[config.mk]
export PLATFORM = sky130hd
export DESIGN_NAME = csr_access_bridge
export DESIGN_NICKNAME = d
export VERILOG_FILES = /design/src/rtl/csr_access_bridge.sv
export SDC_FILE = /design/constraint.sdc
export NUM_CORES = 1
export LEC_CHECK = 0
export BUFFER_PORTS_ARGS = -buffer_cell sky130_fd_sc_hd__buf_4
export CORE_MARGIN = 2
export CORE_UTILIZATION = 37
export CTS_CLUSTER_SIZE = 16
export DETAILED_ROUTE_END_ITERATION = 16
export PLACE_DENSITY_LB_ADDON = 0.25
export SYNTH_ARGS = -nofsm -noshare
export SYNTH_HDL_FRONTEND = slang
export SYNTH_SLANG_ARGS = --single-unit
[constraint.sdc]
create_clock -name clk -period 3.4 [get_ports clk]
set_input_delay 1.02 -clock clk [delete_from_list [all_inputs] [get_ports clk]]
set_output_delay 1.02 -clock clk [all_outputs]
set_load 0.02 [all_outputs]
[src/rtl/csr_access_bridge.sv]
// csr_access_bridge: issues single CSR operations from a non-core agent onto
// the shared CSR access bus. The core has priority, and a starvation counter
// stalls the core so the bridge always makes progress. The old CSR value of
// each bridge access is returned over a valid/ready response channel.
module csr_access_bridge #(
  parameter int unsigned StarveLimit = 15,
  parameter int unsigned AddrWidth   = 12,
  parameter int unsigned OpWidth     = 3,
  parameter int unsigned ZimmWidth   = 5,
  parameter int unsigned XLen        = 32
) (
  input  logic                 clk,
  input  logic                 reset,
  // request channel from the non-core agent
  input  logic                 req_valid,
  output logic                 req_ready,
  input  logic [AddrWidth-1:0] req_addr,
  input  logic [OpWidth-1:0]   req_op,
  input  logic [ZimmWidth-1:0] req_zimm,
  input  logic [XLen-1:0]      req_data,
  // response channel
  output logic                 rsp_valid,
  input  logic                 rsp_ready,
  output logic [XLen-1:0]      rsp_data,
  // core CSR request
  input  logic                 core_csr_enable,
  input  logic [AddrWidth-1:0] core_csr_addr,
  input  logic [OpWidth-1:0]   core_csr_op,
  input  logic [ZimmWidth-1:0] core_rs1_zimm,
  input  logic [XLen-1:0]      core_rs1_data,
  output logic                 core_stall,
  // CSR access bus to the CSR file
  output logic                 csr_enable,
  output logic [AddrWidth-1:0] csr_addr,
  output logic [OpWidth-1:0]   csr_op,
  output logic [ZimmWidth-1:0] rs1_zimm,
  output logic [XLen-1:0]      rs1_data,
  input  logic [XLen-1:0]      csr_rdata
);

  localparam int unsigned CntW = $clog2(StarveLimit + 1);
  localparam logic [CntW-1:0] CntMax = CntW'(StarveLimit);

  typedef enum logic [1:0] {
    IDLE,
    PEND,
    RESP
  } state_e;

  state_e                 state_q, state_d;
  logic [AddrWidth-1:0]   lat_addr_q, lat_addr_d;
  logic [OpWidth-1:0]     lat_op_q, lat_op_d;
  logic [ZimmWidth-1:0]   lat_zimm_q, lat_zimm_d;
  logic [XLen-1:0]        lat_data_q, lat_data_d;
  logic [XLen-1:0]        rsp_data_q, rsp_data_d;
  logic [CntW-1:0]        starve_cnt_q, starve_cnt_d;
  logic                   core_stall_q, core_stall_d;

  logic                   bridge_grant;
  logic                   bridge_drive;

  // Next-state, request latch, starvation tracking and response capture
  always_comb begin
    state_d      = state_q;
    lat_addr_d   = lat_addr_q;
    lat_op_d     = lat_op_q;
    lat_zimm_d   = lat_zimm_q;
    lat_data_d   = lat_data_q;
    rsp_data_d   = rsp_data_q;
    starve_cnt_d = starve_cnt_q;
    core_stall_d = core_stall_q;
    bridge_grant = core_stall_q | ~core_csr_enable;
    bridge_drive = 1'b0;

    unique case (state_q)
      IDLE: begin
        starve_cnt_d = '0;
        core_stall_d = 1'b0;
        if (req_valid) begin
          lat_addr_d = req_addr;
          lat_op_d   = req_op;
          lat_zimm_d = req_zimm;
          lat_data_d = req_data;
          state_d    = PEND;
        end
      end
      PEND: begin
        if (bridge_grant) begin
          bridge_drive = 1'b1;
          rsp_data_d   = csr_rdata;
          starve_cnt_d = '0;
          core_stall_d = 1'b0;
          state_d      = RESP;
        end else begin
          if (starve_cnt_q != CntMax) begin
            starve_cnt_d = starve_cnt_q + CntW'(1);
          end
          if (starve_cnt_d == CntMax) begin
            core_stall_d = 1'b1;
          end
        end
      end
      RESP: begin
        if (rsp_ready) begin
          state_d = IDLE;
        end
      end
      default: begin
        state_d = IDLE;
      end
    endcase
  end

  // State and datapath registers with synchronous active-low reset
  always_ff @(posedge clk) begin
    if (!reset) begin
      state_q      <= IDLE;
      lat_addr_q   <= '0;
      lat_op_q     <= '0;
      lat_zimm_q   <= '0;
      lat_data_q   <= '0;
      rsp_data_q   <= '0;
      starve_cnt_q <= '0;
      core_stall_q <= 1'b0;
    end else begin
      state_q      <= state_d;
      lat_addr_q   <= lat_addr_d;
      lat_op_q     <= lat_op_d;
      lat_zimm_q   <= lat_zimm_d;
      lat_data_q   <= lat_data_d;
      rsp_data_q   <= rsp_data_d;
      starve_cnt_q <= starve_cnt_d;
      core_stall_q <= core_stall_d;
    end
  end

  // Bus mux: bridge fields only in a granted PEND cycle outside reset,
  // otherwise the core passes straight through
  always_comb begin
    csr_enable = core_csr_enable;
    csr_addr   = core_csr_addr;
    csr_op     = core_csr_op;
    rs1_zimm   = core_rs1_zimm;
    rs1_data   = core_rs1_data;
    if (bridge_drive && reset) begin
      csr_enable = 1'b1;
      csr_addr   = lat_addr_q;
      csr_op     = lat_op_q;
      rs1_zimm   = lat_zimm_q;
      rs1_data   = lat_data_q;
    end
  end

  assign req_ready  = (state_q == IDLE);
  assign rsp_valid  = (state_q == RESP);
  assign rsp_data   = rsp_data_q;
  assign core_stall = core_stall_q;

endmodule

; Yosys cells after proc, flatten, opt, wreduce, memory -nomap -nowiden
; Index checks and enable logic that the tools add are counted.
[classes]
n_addsub = 1
n_eq_ne = 8
muxes = 19
n_bitwise = 2
n_reduce_logical = 7
[ops]
columns = operator, count
row1 = $mux 32, 1
row2 = $mux 4, 4
row3 = $mux 12, 1
row4 = $pmux 4 s2, 1
row5 = $mux 2, 3
row6 = $pmux 2 s3, 1
row7 = $reduce_and 2->1, 3
row8 = $mux 1, 5
row9 = $mux 5, 1
row10 = $add 4x1->4 const B, 1
row11 = $eq 4x4->1 const B, 1
row12 = $ne 2x2->1 const B, 2
row13 = $ne 4x4->1 const B, 1
row14 = $mux 3, 1
row15 = $ne 3x3->1 const B, 1
row16 = $reduce_and 3->1, 1
row17 = $eq 2x1->1 const B, 1
row18 = $eq 2x2->1 const B, 1
row19 = $logic_not 2->1, 1
row20 = $ne 2x1->1 const B, 1
row21 = $pmux 1 s2, 1
row22 = $reduce_bool 2->1, 1
row23 = $logic_and 1x1->1, 1
row24 = $not 1->1, 1
row25 = $or 1x1->1, 1
[word_totals]
ff_bits = 91
inputBits = 141
output_inout_bits = 88
wordCells = 45

; Logic depth before layout (Yosys ltp)
[logic_depth]
word_depth = 8
ltp_mapped = 6
ltp_nobuf = 5

; Worst setup path after synthesis
; No wires, ideal clock.
[synth_timing]
path_type = input port to output port
start = input core_csr_enable
end = output csr_addr[10]
t_arrival_ps = 2130
required_ps = 2380
slack_ps = 250
path_stages = 5
path_buffers = 1
cell_sequence = nor2b_1 -> nor3_4 -> nand2_2 -> buf_2 -> mux2_1
[synth_between]
elab_chain_len = 6
[synth_rtl]
columns = item, line
row1 = from (decl), 26  ; input logic core_csr_enable,
row2 = $not 1->1, 72  ; bridge_grant = core_stall_q | ~core_csr_enable;
row3 = $or 1x1->1, 72
row4 = $mux 1, 88  ; if (bridge_grant) begin
row5 = $mux 1, 75  ; unique case (state_q)
row6 = $logic_and 1x1->1, 145  ; if (bridge_drive && reset) begin
row7 = $mux 12, 145
row8 = to (decl), 34  ; output logic [AddrWidth-1:0] csr_addr,
; No other way between the ends.

; Final worst setup path
[layout_timing]
start = input core_csr_enable
end = output rs1_data[18]
[layout_between]
elab_chain_len = 6
[layout_rtl]
columns = item, line
row1 = $not 1->1, 72
row2 = $or 1x1->1, 72
row3 = $mux 1, 88
row4 = $mux 1, 75
row5 = $logic_and 1x1->1, 145
row6 = $mux 32, 145
row7 = to (decl), 37  ; output logic [XLen-1:0] rs1_data,
; No other way between the ends.

==> reports/metrics.csv <==
metric,value,unit
n_antenna_cell,0,
h-tree-depth,3,
routed_via_density,4.74,
relSlewSlack,0.263,
root_buffer,clkbuf_8,
synthDistinctLibCells,30,
leakage,0.00270,uW
timing.rr.start,state_q[1],
tritoncts,built,
grt_pass1_wl,17300,um
fillerInstances,978,
yosys.area_share.simple,0.193,
postCtsSetupBuffers,0,
cp.required,2380,ps
critPathMaxFanout,38,
cts.sinks,91,
synth_fa_ha_area_frac,0.00306,
vias,3928,
initial_utilization,0.379,
route.detailed.drc,0,
layout-drive-gt1-share,0.446,
vdd_drop_max,172,uV
synth_area_leaders,"dfxtp_1, nand2_1, a21boi_0, mux2_2, buf_2",
met2_usage,0.341,
seq_area_frac_synth,0.446,
die_h,109,um
final_common_cell,buf_4,
numPortBuffers,228,
setup_viol,0,
min_path_type,reg -> reg,
drtAntennaViolNets,0,
syn_nets,612,
syn_avg_cell_area,8.69,um^2
worst_pin_slew,1100,ps
critPathLaunchType,input port,
hold_start,lat_op_q[0],
fin_crit,3290,ps
final_cell_mix,"buf_4, nand2_1, dfxtp_1",
ys_warn_count,0,
wl_per_cell,13.9,um
cts_max_path_buffers,2,
core-area,0.0108,mm^2
finalWirelength,11500,um
pin_count,229,
drt_iter0_markers,108,
gp_congestion,0.702,
grt_use_met3,0.0454,
grt.met1_usage,0.203,
crit_type,in -> out,
synth-compound-area-share,0.179,
final_core_util,0.570,
dr.pass1.iters,4,
max_cap_viol_count,0,
fin_crit_sh,0.966,
ff_latch_area,0.00182,mm^2
grt_remaining_overflow,0,
fin_worst_skew,5.42,ps
critPathArrivalTime,2270,ps
die_w,109,um
die_area,0.0119,mm^2
clk-insertion-delay-late,350,ps
postSynthCellCount,470,
setup-tns-final,0,ps
rsz0062_at_grt,false,
synth_top_family_by_area,simple AND/OR/NAND/NOR gates,
track_usage,0.186,
critPathLaunch,core_csr_enable,
synth_top_area_frac,0.446,
fin_nets,826,
status,finished clean,
ys_ff_latch,91,
antenna_found_initial,0,
finalMaxSlewViolations,0,
synth_xor_area_frac,0,
max_freq,304,MHz
synth_area,0.00409,mm^2
cts_made_buffers,9,
grt_pass1_vias,3750,
multi_input_area,0.00213,mm^2
dp_hpwl,8440,um
powerDensity,407,mW/mm^2
synth.area.mux_share,0.143,
end_kind,primary output,
std_cell_rows,38,
grt-busiest-layer,met2,
cts.reportedPaths.clkPinSlew,80,ps
area_delta_synth_final,50.7,%
grt_max_degree,90,
synth_top_cell_by_area,dfxtp_1,
finalHoldViolations,0,
==> cells in the mapped netlist (all sizes together) <==
cell and instances:
nand3 2, o221a 2, o41ai 1, a41oi 1, mux2 52, ha 1, clkbuf 18, inv 1
and2 1, nand3b 2, nand2 174, a32o 1, o21a 1, or3 1, nor3 3, nor2 3
nand2b 2, and3 1, buf 15, o21ai 3, a21boi 84, a21oi 4, a21o 1, dfxtp 91
nor2b 3, nor3b 2
==> area by class of cell <==
class                      instances  share of cell area
clock buffer                      13              0.0291
tap                              140              0.0284
multi-input combinational        345               0.345
inverter                           1            0.000610
sequential                        91               0.296
clock inverter                     3              0.0110
timing repair buffer             236               0.290
==> registers in the layout (all words and copies together), names as in the netlist <==
| register | flops |
|---|---|
| lat_data_q | 32 |
| rsp_data | 32 |
| lat_addr_q | 12 |
| lat_zimm_q | 5 |
| starve_cnt_q | 4 |
| lat_op_q | 3 |
| state_q | 2 |
| core_stall | 1 |
==> logic make-up (layout without fill, tap and decap cells) <==
| kind of cell | Yosys count | after routing |
|---|---|---|
| AO/OA/AOI/OAI | 98 | 98 |
| buffers and inverters | 34 | 253 |
| multiplexers | 52 | 52 |
| AND/OR/NAND/NOR | 194 | 194 |
| adder cells (fa/ha/maj) | 1 | 1 |
| flip-flops | 91 | 91 |
==> critical path: stages <==
cell and delay (ps):
buf_4 90, nor2b_2 210, nor3_4 60, nand2_2 110, buf_12 220, mux2_2 370
buf_4 160
==> power breakdown <==
part	total, uW	switching, uW	internal, uW	leakage, uW
combinational	494	233	261	0.00183
clock	860	365	495	0.000122
sequential	1150	31.9	1120	0.000744
total	2510	630	1880	0.00270
==> metrics by stage <==
| step | area [um^2] | worst slack, ps | hold WS (ps) | std cells | power [uW] |
|---|---|---|---|---|---|
| global route | 6160 | 69.1 | 489 | 829 | 2630 |
| CTS | 6150 | 35.7 | 470 | 829 | 2550 |
| global placement | 5910 | 110 | 451 | 813 | 1670 |
| floorplan | 4090 | 250 | 439 | 470 | 1420 |
| finish | 6160 | 114 | 465 | 829 | 2510 |
| detailed placement | 5910 | 45.7 | 458 | 813 | 1680 |
==> what timing repair did <==
action | in CTS | in global routing
endpoints found under the setup margin | 0 | 33
gates resized for setup | 0 | 1
hold buffers | 0 | 0
==> path summary, 6_finish.rpt <==
path,cells after the start,slack (ps),endpoint
setup / recovery,7,110,rs1_data[18]
hold / removal,2,470,lat_op_q[0]
setup reg to reg,4,1500,rsp_data[9]
hold reg to reg,2,470,lat_op_q[0]
==> per-layer routing <==
metal,vias up,share of wire
met5,-,0
met4,0,0.013
met3,14,0.087
met2,154,0.51
met1,1774,0.39
li1,1986,-
Power figures use the tool's default switching activity.
